<file path="src/rtl/pzcorebus_command_arbiter.sv">
// pzcorebus_command_arbiter
//   N-to-1 arbiter for the corebus request path. Commands from N requesters
//   are granted round-robin; a write-class command locks the grant until its
//   last data beat is accepted. The requester index is prepended to the
//   downstream command ID, and responses are steered back by that index.
//
// Ports
//   i_clk, i_rst                    clock, asynchronous active-high reset
//   i_mcmd_valid/o_mcmd_accept      per-requester command handshake (N)
//   i_mcmd, i_mid, i_mcmd_payload   per-requester command fields (packed N-wide)
//   i_mdata_valid/o_mdata_accept    per-requester data handshake (N)
//   i_mdata_last, i_mdata_payload   per-requester data fields
//   o_mcmd_valid/i_mcmd_accept      downstream command handshake
//   o_mcmd, o_mid, o_mcmd_payload   downstream command, o_mid = {grant, id}
//   o_mdata_valid/i_mdata_accept    downstream data handshake
//   o_mdata_last, o_mdata_payload   downstream data fields
//   i_sresp_valid/o_sresp_accept    downstream response handshake
//   i_sid, i_sresp_payload          downstream response fields
//   o_sresp_valid/i_sresp_accept    per-requester response handshake (N)
//   o_sid, o_sresp_payload          response fields, broadcast to requesters
//
// Optional feature (macro PZCOREBUS_COMMAND_ARBITER_GRANT_COUNTER_EN)
//   i_counter_clear                 synchronous clear of all grant counters
//   o_grant_count                   N x 16-bit saturating grant counters
module pzcorebus_command_arbiter #(
    parameter int unsigned N              = 4,
    parameter int unsigned PORT_W         = (N == 1) ? 1 : $clog2(N),
    parameter int unsigned ID_WIDTH       = 16,
    parameter int unsigned CMD_PAYLOAD_W  = 96,
    parameter int unsigned DATA_PAYLOAD_W = 160,
    parameter int unsigned RESP_PAYLOAD_W = 136
) (
    input  logic                          i_clk,
    input  logic                          i_rst,
`ifdef PZCOREBUS_COMMAND_ARBITER_GRANT_COUNTER_EN
    input  logic                          i_counter_clear,
    output logic [N*16-1:0]               o_grant_count,
`endif
    input  logic [N-1:0]                  i_mcmd_valid,
    output logic [N-1:0]                  o_mcmd_accept,
    input  logic [N*4-1:0]                i_mcmd,
    input  logic [N*ID_WIDTH-1:0]         i_mid,
    input  logic [N*CMD_PAYLOAD_W-1:0]    i_mcmd_payload,
    input  logic [N-1:0]                  i_mdata_valid,
    output logic [N-1:0]                  o_mdata_accept,
    input  logic [N-1:0]                  i_mdata_last,
    input  logic [N*DATA_PAYLOAD_W-1:0]   i_mdata_payload,
    output logic                          o_mcmd_valid,
    input  logic                          i_mcmd_accept,
    output logic [3:0]                    o_mcmd,
    output logic [ID_WIDTH+PORT_W-1:0]    o_mid,
    output logic [CMD_PAYLOAD_W-1:0]      o_mcmd_payload,
    output logic                          o_mdata_valid,
    input  logic                          i_mdata_accept,
    output logic                          o_mdata_last,
    output logic [DATA_PAYLOAD_W-1:0]     o_mdata_payload,
    input  logic                          i_sresp_valid,
    output logic                          o_sresp_accept,
    input  logic [ID_WIDTH+PORT_W-1:0]    i_sid,
    input  logic [RESP_PAYLOAD_W-1:0]     i_sresp_payload,
    output logic [N-1:0]                  o_sresp_valid,
    input  logic [N-1:0]                  i_sresp_accept,
    output logic [ID_WIDTH-1:0]           o_sid,
    output logic [RESP_PAYLOAD_W-1:0]     o_sresp_payload
);

    localparam int unsigned CMD_W     = 4;
    localparam int unsigned CNT_W     = 16;
    // Command bit 2 marks a command that carries request data.
    localparam int unsigned DATA_BIT  = 2;

    typedef enum logic [1:0] {
        IDLE = 2'd0,
        HOLD = 2'd1,
        DATA = 2'd2
    } state_t;

    state_t              state_q, state_d;
    logic [PORT_W-1:0]   grant_q, grant_d;
    logic [PORT_W-1:0]   rr_ptr_q, rr_ptr_d;

    logic [PORT_W-1:0]   arb_grant;
    logic [PORT_W-1:0]   hi_grant, lo_grant;
    logic                hi_found, lo_found;
    logic [PORT_W-1:0]   grant;

    logic                        sel_mcmd_valid;
    logic [CMD_W-1:0]            sel_mcmd;
    logic [ID_WIDTH-1:0]         sel_mid;
    logic [CMD_PAYLOAD_W-1:0]    sel_mcmd_payload;
    logic                        sel_mdata_valid;
    logic                        sel_mdata_last;
    logic [DATA_PAYLOAD_W-1:0]   sel_mdata_payload;

    logic                active;
    logic                cmd_phase;
    logic                data_phase;
    logic                cmd_hs;
    logic                data_last_hs;
    logic [PORT_W-1:0]   resp_dest;

    // Round-robin search: first valid at/after the pointer, else first valid overall.
    always_comb begin
        hi_found = 1'b0;
        lo_found = 1'b0;
        hi_grant = '0;
        lo_grant = '0;
        for (int unsigned i = 0; i < N; i++) begin
            if (i_mcmd_valid[i]) begin
                if (!lo_found) begin
                    lo_found = 1'b1;
                    lo_grant = PORT_W'(i);
                end
                if (!hi_found && (PORT_W'(i) >= rr_ptr_q)) begin
                    hi_found = 1'b1;
                    hi_grant = PORT_W'(i);
                end
            end
        end
        arb_grant = hi_found ? hi_grant : lo_grant;
    end

    // Only IDLE arbitrates live; HOLD and DATA keep the registered winner.
    assign grant = (state_q == IDLE) ? arb_grant : grant_q;

    // Command field mux for the current grant.
    always_comb begin
        sel_mcmd_valid   = 1'b0;
        sel_mcmd         = '0;
        sel_mid          = '0;
        sel_mcmd_payload = '0;
        for (int unsigned i = 0; i < N; i++) begin
            if (grant == PORT_W'(i)) begin
                sel_mcmd_valid   = i_mcmd_valid[i];
                sel_mcmd         = i_mcmd[i*CMD_W +: CMD_W];
                sel_mid          = i_mid[i*ID_WIDTH +: ID_WIDTH];
                sel_mcmd_payload = i_mcmd_payload[i*CMD_PAYLOAD_W +: CMD_PAYLOAD_W];
            end
        end
    end

    // Data field mux for the locked grant.
    always_comb begin
        sel_mdata_valid   = 1'b0;
        sel_mdata_last    = 1'b0;
        sel_mdata_payload = '0;
        for (int unsigned i = 0; i < N; i++) begin
            if (grant_q == PORT_W'(i)) begin
                sel_mdata_valid   = i_mdata_valid[i];
                sel_mdata_last    = i_mdata_last[i];
                sel_mdata_payload = i_mdata_payload[i*DATA_PAYLOAD_W +: DATA_PAYLOAD_W];
            end
        end
    end

    // Every handshake output is held low while reset is asserted.
    assign active     = !i_rst;
    assign cmd_phase  = active && (state_q != DATA);
    assign data_phase = active && (state_q == DATA);

    // Downstream command and data channels.
    always_comb begin
        o_mcmd_valid    = cmd_phase && sel_mcmd_valid;
        o_mcmd          = sel_mcmd;
        o_mid           = {grant, sel_mid};
        o_mcmd_payload  = sel_mcmd_payload;
        o_mdata_valid   = data_phase && sel_mdata_valid;
        o_mdata_last    = sel_mdata_last;
        o_mdata_payload = sel_mdata_payload;
        o_mcmd_accept   = '0;
        o_mdata_accept  = '0;
        for (int unsigned i = 0; i < N; i++) begin
            o_mcmd_accept[i]  = cmd_phase  && (grant   == PORT_W'(i)) && i_mcmd_accept;
            o_mdata_accept[i] = data_phase && (grant_q == PORT_W'(i)) && i_mdata_accept;
        end
    end

    assign cmd_hs       = o_mcmd_valid && i_mcmd_accept;
    assign data_last_hs = o_mdata_valid && i_mdata_accept && o_mdata_last;

    // Response steering by the index field; an index with no requester is sunk.
    assign resp_dest = i_sid[ID_WIDTH +: PORT_W];

    always_comb begin
        o_sid           = i_sid[ID_WIDTH-1:0];
        o_sresp_payload = i_sresp_payload;
        o_sresp_valid   = '0;
        o_sresp_accept  = active;
        for (int unsigned i = 0; i < N; i++) begin
            if (resp_dest == PORT_W'(i)) begin
                o_sresp_valid[i] = active && i_sresp_valid;
                o_sresp_accept   = active && i_sresp_accept[i];
            end
        end
    end

    // Next-state, grant and round-robin pointer.
    always_comb begin
        state_d  = state_q;
        grant_d  = grant_q;
        rr_ptr_d = rr_ptr_q;
        case (state_q)
            IDLE: begin
                grant_d = arb_grant;
                if (cmd_hs) begin
                    state_d = sel_mcmd[DATA_BIT] ? DATA : IDLE;
                end else if (|i_mcmd_valid) begin
                    state_d = HOLD;
                end
            end
            HOLD: begin
                if (cmd_hs) begin
                    state_d = sel_mcmd[DATA_BIT] ? DATA : IDLE;
                end
            end
            DATA: begin
                if (data_last_hs) begin
                    state_d = IDLE;
                end
            end
            default: state_d = IDLE;
        endcase
        if (cmd_hs) begin
            rr_ptr_d = (grant == PORT_W'(N - 1)) ? '0 : grant + PORT_W'(1);
        end
    end

    // State register.
    always_ff @(posedge i_clk or posedge i_rst) begin
        if (i_rst) begin
            state_q  <= IDLE;
            grant_q  <= '0;
            rr_ptr_q <= '0;
        end else begin
            state_q  <= state_d;
            grant_q  <= grant_d;
            rr_ptr_q <= rr_ptr_d;
        end
    end

`ifdef PZCOREBUS_COMMAND_ARBITER_GRANT_COUNTER_EN
    // Per-requester saturating grant counters; clear wins over increment.
    for (genvar g = 0; g < N; g++) begin : g_grant_count
        logic [CNT_W-1:0] count_q;

        always_ff @(posedge i_clk or posedge i_rst) begin
            if (i_rst) begin
                count_q <= '0;
            end else if (i_counter_clear) begin
                count_q <= '0;
            end else if (cmd_hs && (grant == PORT_W'(g)) && (count_q != {CNT_W{1'b1}})) begin
                count_q <= count_q + CNT_W'(1);
            end
        end

        assign o_grant_count[g*CNT_W +: CNT_W] = count_q;
    end
`endif

endmodule

</file>
<file path="config.mk">
export PLATFORM = sky130hd
export DESIGN_NAME = pzcorebus_command_arbiter
export DESIGN_NICKNAME = d
export VERILOG_FILES = /design/src/rtl/pzcorebus_command_arbiter.sv
export SDC_FILE = /design/constraint.sdc
export NUM_CORES = 1
export LEC_CHECK = 0
export ABC_CLOCK_PERIOD_IN_PS = 4200
export CAP_MARGIN = 0
export CORE_AREA = 2 2 676 678
export CTS_CLUSTER_DIAMETER = 100
export DETAILED_ROUTE_END_ITERATION = 16
export DIE_AREA = 0 0 678 680
export GPL_ROUTABILITY_DRIVEN = 0
export PLACE_DENSITY = 0.3
export REMOVE_ABC_BUFFERS = 1
export SYNTH_ARGS = -nofsm -noshare
export SYNTH_HDL_FRONTEND = slang
export SYNTH_SLANG_ARGS = --single-unit
</file>
<file path="constraint.sdc">
create_clock -name i_clk -period 4.2 [get_ports i_clk]
set_input_delay 0.63 -clock i_clk [delete_from_list [all_inputs] [get_ports i_clk]]
set_output_delay 0.63 -clock i_clk [all_outputs]
set_load 0.02 [all_outputs]
</file>
==> results.cfg <==
[worst_setup_path]
cp-end-kind = primary output
cp.arrival_ns = 3.45
critical_path_class = in -> out
path_cells = buf_6 -> buf_6 -> nor2b_1 -> o21ai_1 -> nor4bb_4 -> or2_4 -> ha_4 -> nor2b_4 -> buf_12 -> buf_16 -> buf_12 -> a221oi_1 -> o31ai_1 -> dlygate4sd2_1
start_kind = input port
worstPathMaxFanout = 6
worstPathRequired_ns = 3.57
slowest_delay_ns = 0.44
cpMaxStageDelayCell = nor4bb_4

[sta]
fmax_mhz = 245
period_needed_ns = 4.08
period_share_pct = 97.3
final.hold.worst_slack_ns = 0.625
fin_skew_ns = 0.000370
rsz0062_at_grt = true
hold_viol_final = 0
tightest_slew_ns = 0.905
setup_viol = 0
slew_headroom_pct = 39.5
finalMaxSlewViolations = 0

[pwr]
switchingPower_mw = 15.5
switching_share_pct = 59.3
clkPwrFrac_pct = 0.6
finalPower_mw = 26.2
powerDensity_nw_per_um2 = 820
combPwrFrac_pct = 98.7
vdd_ir_drop_max_v = 0.000346
p_seq_share_pct = 0.7
intPower_mw = 10.7
p_leak_nw = 9.48

[clock_network]
cts_tree = done
clkLatencyLatePin_ns = 0.23
path_clk_slew_ns = 0.03
cts-root-buf = clkbuf_16
cts_sinks = 6
htreeDepth = 1
numCtsBuffers = 3
cts_buffer_depth = 2

[global_routing]
grt_usage_pct = 12.9
grt_max_degree = 74
grt_pass1_vias = 17100
grt_overflow = 0
antenna_found_initial = 151
grt_pass1_wl_um = 350000

[route]
drc = 0
drt_first_pass_iters = 7
finalWirelength_um = 312000
drt-vias-per-instance = 2.16
drt_iter0_drc = 1996
wl_per_cell_um = 37.4
drtAntennaViolNets = 0
dr_total_vias = 18000

[synth]
synth.distinct_cells = 39
yosys.area.top_type_share_pct = 40.8
yosys-top-cells-count = buf_4, mux4_2, nor2b_1
async_reset_ff_share_pct = 100
synth_edf_count = 0
synth-main-ff-cell = dfrtp_1
yosysWarnings = 0
synth_area_sq_um = 9010
synth.yosys.seq_area_share_pct = 1.67
avgSynthCellArea_sq_um = 9.32
syn-instance-count = 966
ys_ff_latch = 6
synth_top_area_cell = mux4_2
ys_top_cells_by_area = mux4_2, buf_4, a221oi_1

[die]
core_area_sq_um = 454000
ios = 1725
rows = 248
die_w_um = 678
start_util_pct = 1.98
die-height_um = 680
dieArea_sq_um = 461000

[placed_design]
place_area_sq_um = 30800
dp_hpwl_um = 287000
port_buffers = 1420

[finish]
area_growth_pct = 254
multi_input_area_sq_um = 7600
drive_gt1_share_pct = 27.1
fillers = 53200
ff_latch_area_sq_um = 158
postLayoutCellArea_sq_um = 31900
num-nets-final = 3603

[min_path]
min_path_type = reg -> reg

[job]
drv_cap = 0

[outcome]
status = finished, final reports clean
-- cell type report --
type / count / share of cell area (%)
timing repair buffer: 1617 / 51.7
multi-input combinational: 689 / 23.8
tap: 6000 / 23.5
sequential: 6 / 0.494
clock buffer: 4 / 0.247
antenna: 25 / 0.196
inverter: 3 / 0.0353
-- what timing repair did --
action / 4_1_cts / 5_1_grt
pin swaps: 22 / 7
hold buffers: 0 / 0
setup buffers: 27 / 1
resized for setup: 165 / 8
cloned: 5 / 0
endpoints found under the setup margin: 119 / 56
-- critical path: cells and delay by family --
kind | cells | cell delay [ns]
compound gates | 3 | 0.56
fa+ha+maj | 1 | 0.13
buf+inv | 6 | 1.13
simple gates | 4 | 0.96
-- power by group through the flow --
stage	sequential [mW]	clock, mW	combinational, mW
after global placement	0.202	0	26.1
after CTS	0.203	0.160	27.3
after global routing	0.200	0.163	27.6
after floorplan	0.545	0	7.36
final	0.186	0.158	25.8
after detailed placement	0.203	0	26.0
-- registers in the layout, indices dropped and copies added, names as in the netlist --
signal and flops:
rr_ptr_q 2, grant_q 2, state_q 2
-- cells by family (layout without fill, tap and decap cells) --
group                    after synthesis  after routing  synth area share [%]
other                                  0             25                     0
adder cells (fa/ha/maj)                4              4                 0.556
buffers and inverters                271           1624                  18.7
AO/OA/AOI/OAI                        242            242                  21.9
multiplexers                         166            166                  41.1
AND/OR/NAND/NOR                      277            277                  16.1
flip-flops                             6              6                  1.67
-- final timing paths --
| path | start | endpoint | slack [ns] | depth (start not counted) |
|---|---|---|---|---|
| setup / recovery | i_mcmd_valid[2] | o_mcmd_payload[20] | 0.12 | 14 |
| hold / removal | state_q[1]$_DFFE_PP0P_ | state_q[0]$_DFFE_PP0P_ | 0.62 | 3 |
| setup reg to reg | rr_ptr_q[1]$_DFFE_PP0P_ | state_q[1]$_DFFE_PP0P_ | 0.84 | 15 |
| hold reg to reg | state_q[1]$_DFFE_PP0P_ | state_q[0]$_DFFE_PP0P_ | 0.62 | 3 |
| max in group asynchronous | i_rst | grant_q[1]$_DFF_PP0_ | 3.04 | 3 |
| min in group asynchronous | i_rst | grant_q[0]$_DFF_PP0_ | 0.99 | 3 |
-- cell usage in the layout, fill, tap and decap left out, types with 2 or more instances in the layout --
cell             instances
dlygate4sd2_1           42
mux4_2                 163
a221oi_4                 5
dfrtp_4                  2
buf_6                   11
diode_2                 25
buf_2                    8
o31ai_4                  3
nand3b_1                 2
inv_1                    2
o31ai_1                 88
o21ai_0                  5
ha_4                     4
buf_16                   8
nand2_1                121
o31ai_2                 24
clkdlybuf4s50_1       1178
and3b_1                  2
dfrtp_1                  4
buf_8                    7
clkbuf_16                3
a221oi_1                96
nor3b_1                  2
and2_1                   5
mux2_2                   2
a221oi_2                14
buf_12                  88
nor2b_1                121
nor3b_2                  2
and3_1                   4
nor2_1                   6
buf_4                  274
-- through the flow --
| step | util, % | setup TNS (ns) | cells | setup slack (ns) |
|---|---|---|---|---|
| final | 7.03 | 0 | 8344 | 0.115 |
| after global routing | 7.03 | -0.00861 | 8341 | -0.00632 |
| after CTS | 7.01 | -0.239 | 8319 | -0.107 |
| after detailed placement | 6.79 | -102.67 | 8284 | -1.79 |
| after global placement | 6.79 | -113.29 | 8284 | -1.89 |
| after floorplan | - | -1711.65 | 698 | -9.15 |
-- layer usage --
layer | vias to the layer above | track usage (%) | wire (um)
li1 | 6490 | - | -
met1 | 8921 | 11.9 | 100000
met2 | 2140 | 19.9 | 135000
met3 | 394 | 12.2 | 62300
met4 | 68 | 3.07 | 10600
met5 | - | 5.57 | 4180
(Power assumes the default switching activity.)
==> RTL edit, RTL diff (same settings) <==
Set the parameter `ID_WIDTH` to 12 (it was 16).
--- a/src/rtl/pzcorebus_command_arbiter.sv
+++ b/src/rtl/pzcorebus_command_arbiter.sv
@@ -25,7 +25,7 @@
 module pzcorebus_command_arbiter #(
     parameter int unsigned N              = 4,
     parameter int unsigned PORT_W         = (N == 1) ? 1 : $clog2(N),
-    parameter int unsigned ID_WIDTH       = 16,
+    parameter int unsigned ID_WIDTH       = 12,
     parameter int unsigned CMD_PAYLOAD_W  = 96,
     parameter int unsigned DATA_PAYLOAD_W = 160,
     parameter int unsigned RESP_PAYLOAD_W = 136
Interface: changed (resized i_mid, i_sid, o_mid and o_sid); port bits go from 1725 to 1697. No check against the original RTL was run, so the function may have changed too.
==> RTL edit against the original RTL <==
Cell count down 0.43%; first-iteration DRC count decreased by 20%; wire length is 0.62% higher; worst hold slack improved by 0.0045 ns; setup slack got worse by 0.090 ns; area after synthesis fell by 1.3%; largest cell class unchanged; sequential cell count stayed put; final area increased by 0.87%; global-route usage increased by 0.11 points; sequential share of layout area about the same; highest routed layer unchanged; utilization rose by 0.061 points; critical path type unchanged; total power rose by 1.9%.
==> RTL edit: results (changes against the original RTL) <==
worst_clock_skew_ns: 0.002140  # +0.001769 ns
synthTopCellsByArea: "mux4_2 (41%), buf_4 (14%), a221oi_1 (11%)"
hold_depth: 1  # -2
r2r_setup_slack_ns: 1.22  # +0.38 ns
p_leak_nw: 9.425  # -0.60%
yosys-top-cells-count: "buf_4 (165), mux4_2 (163), nor2b_1 (118)"
wl_mm: 314.0  # +0.62%
critPathArrivalTime_ns: 3.54  # +0.09 ns
crit_slowest_cell: "o41a_1"
worstPathMaxFanout: 7  # +1
drive_gt1_share_pct: 26.14  # -0.94 points
dp_slack_ns: -1.296  # +0.4988 ns
ir_drop_v: 0.0003866  # +12%
reg2reg_depth: 12  # -3
ys_seq_area_share_pct: 1.689  # +0.022 points
portBuffers: 1400  # -1.4%
fmax_mhz: 239.5  # -2.2%
m1WireLength_mm: 104.4  # +4.1%
endpoint: "o_mcmd_payload[50]"
routed-wl-met3_mm: 64.88  # +4.2%
post_cts_buffers: 31  # +15%
status: "finished clean"
hold_path_startpoint: "rr_ptr_q[0]"
dr.pass1.iters: 5  # -2
grt_pass1_wl_mm: 352.3  # +0.56%
slowest_delay_ns: 0.41  # -0.03 ns
final_nets: 3545  # -1.6%
hold_path_end: "rr_ptr_q[0]"
vias: 17330  # -3.8%
antenna_found_initial: 194  # +28%
grt_use_met1_pct: 12.67  # +0.75 points
met2_length_mm: 133.7  # -0.76%
cts_resized: 128  # -22%
drt-initial-drc-count: 1587  # -20%
hpwl_mm: 287.4  # +0.32%
powerComb_mw: 26.4  # +2%
reg2reg_to: "rr_ptr_q[1]"
relSlewSlack_pct: 45.66  # +6.2 points
p_switching_mw: 15.56  # +0.28%
grt_use_met3_pct: 12.45  # +0.27 points
holdWs_ns: 0.6293  # +0.004500 ns
## RTL edit: cells by family (layout without fill, tap and decap cells)
family          Yosys count  in the layout  share of synthesized area (%)
buf+inv                 264           1601                          18.69
compound gates          234            234                          21.42
simple gates            269            269                          15.97
mux                     166            166                          41.66
other cells               0             28                              0
fa+ha+maj                 4              4                         0.5630
flops                     6              6                          1.689
## RTL edit: stage by stage
| step | area (um2) | instances |
|---|---|---|
| 4_1_cts | 31860 | 8277 |
| 2_1_floorplan | 7239 | 682 |
| 3_3_place_gp | 30870 | 8243 |
| 6_report | 32200 | 8308 |
| 5_1_grt | 32160 | 8292 |
| 3_5_place_dp | 30870 | 8243 |
## RTL edit: area by class of cell
cell class | count | area [um2]
diodes | 28 | 70.07
clock buffers | 3 | 75.07
fillers | 53150 | 422100
inverters | 3 | 11.26
multi-input cells | 673 | 7746
flip-flops and latches | 6 | 157.7
well taps | 6000 | 7507
repair buffers | 1595 | 16630
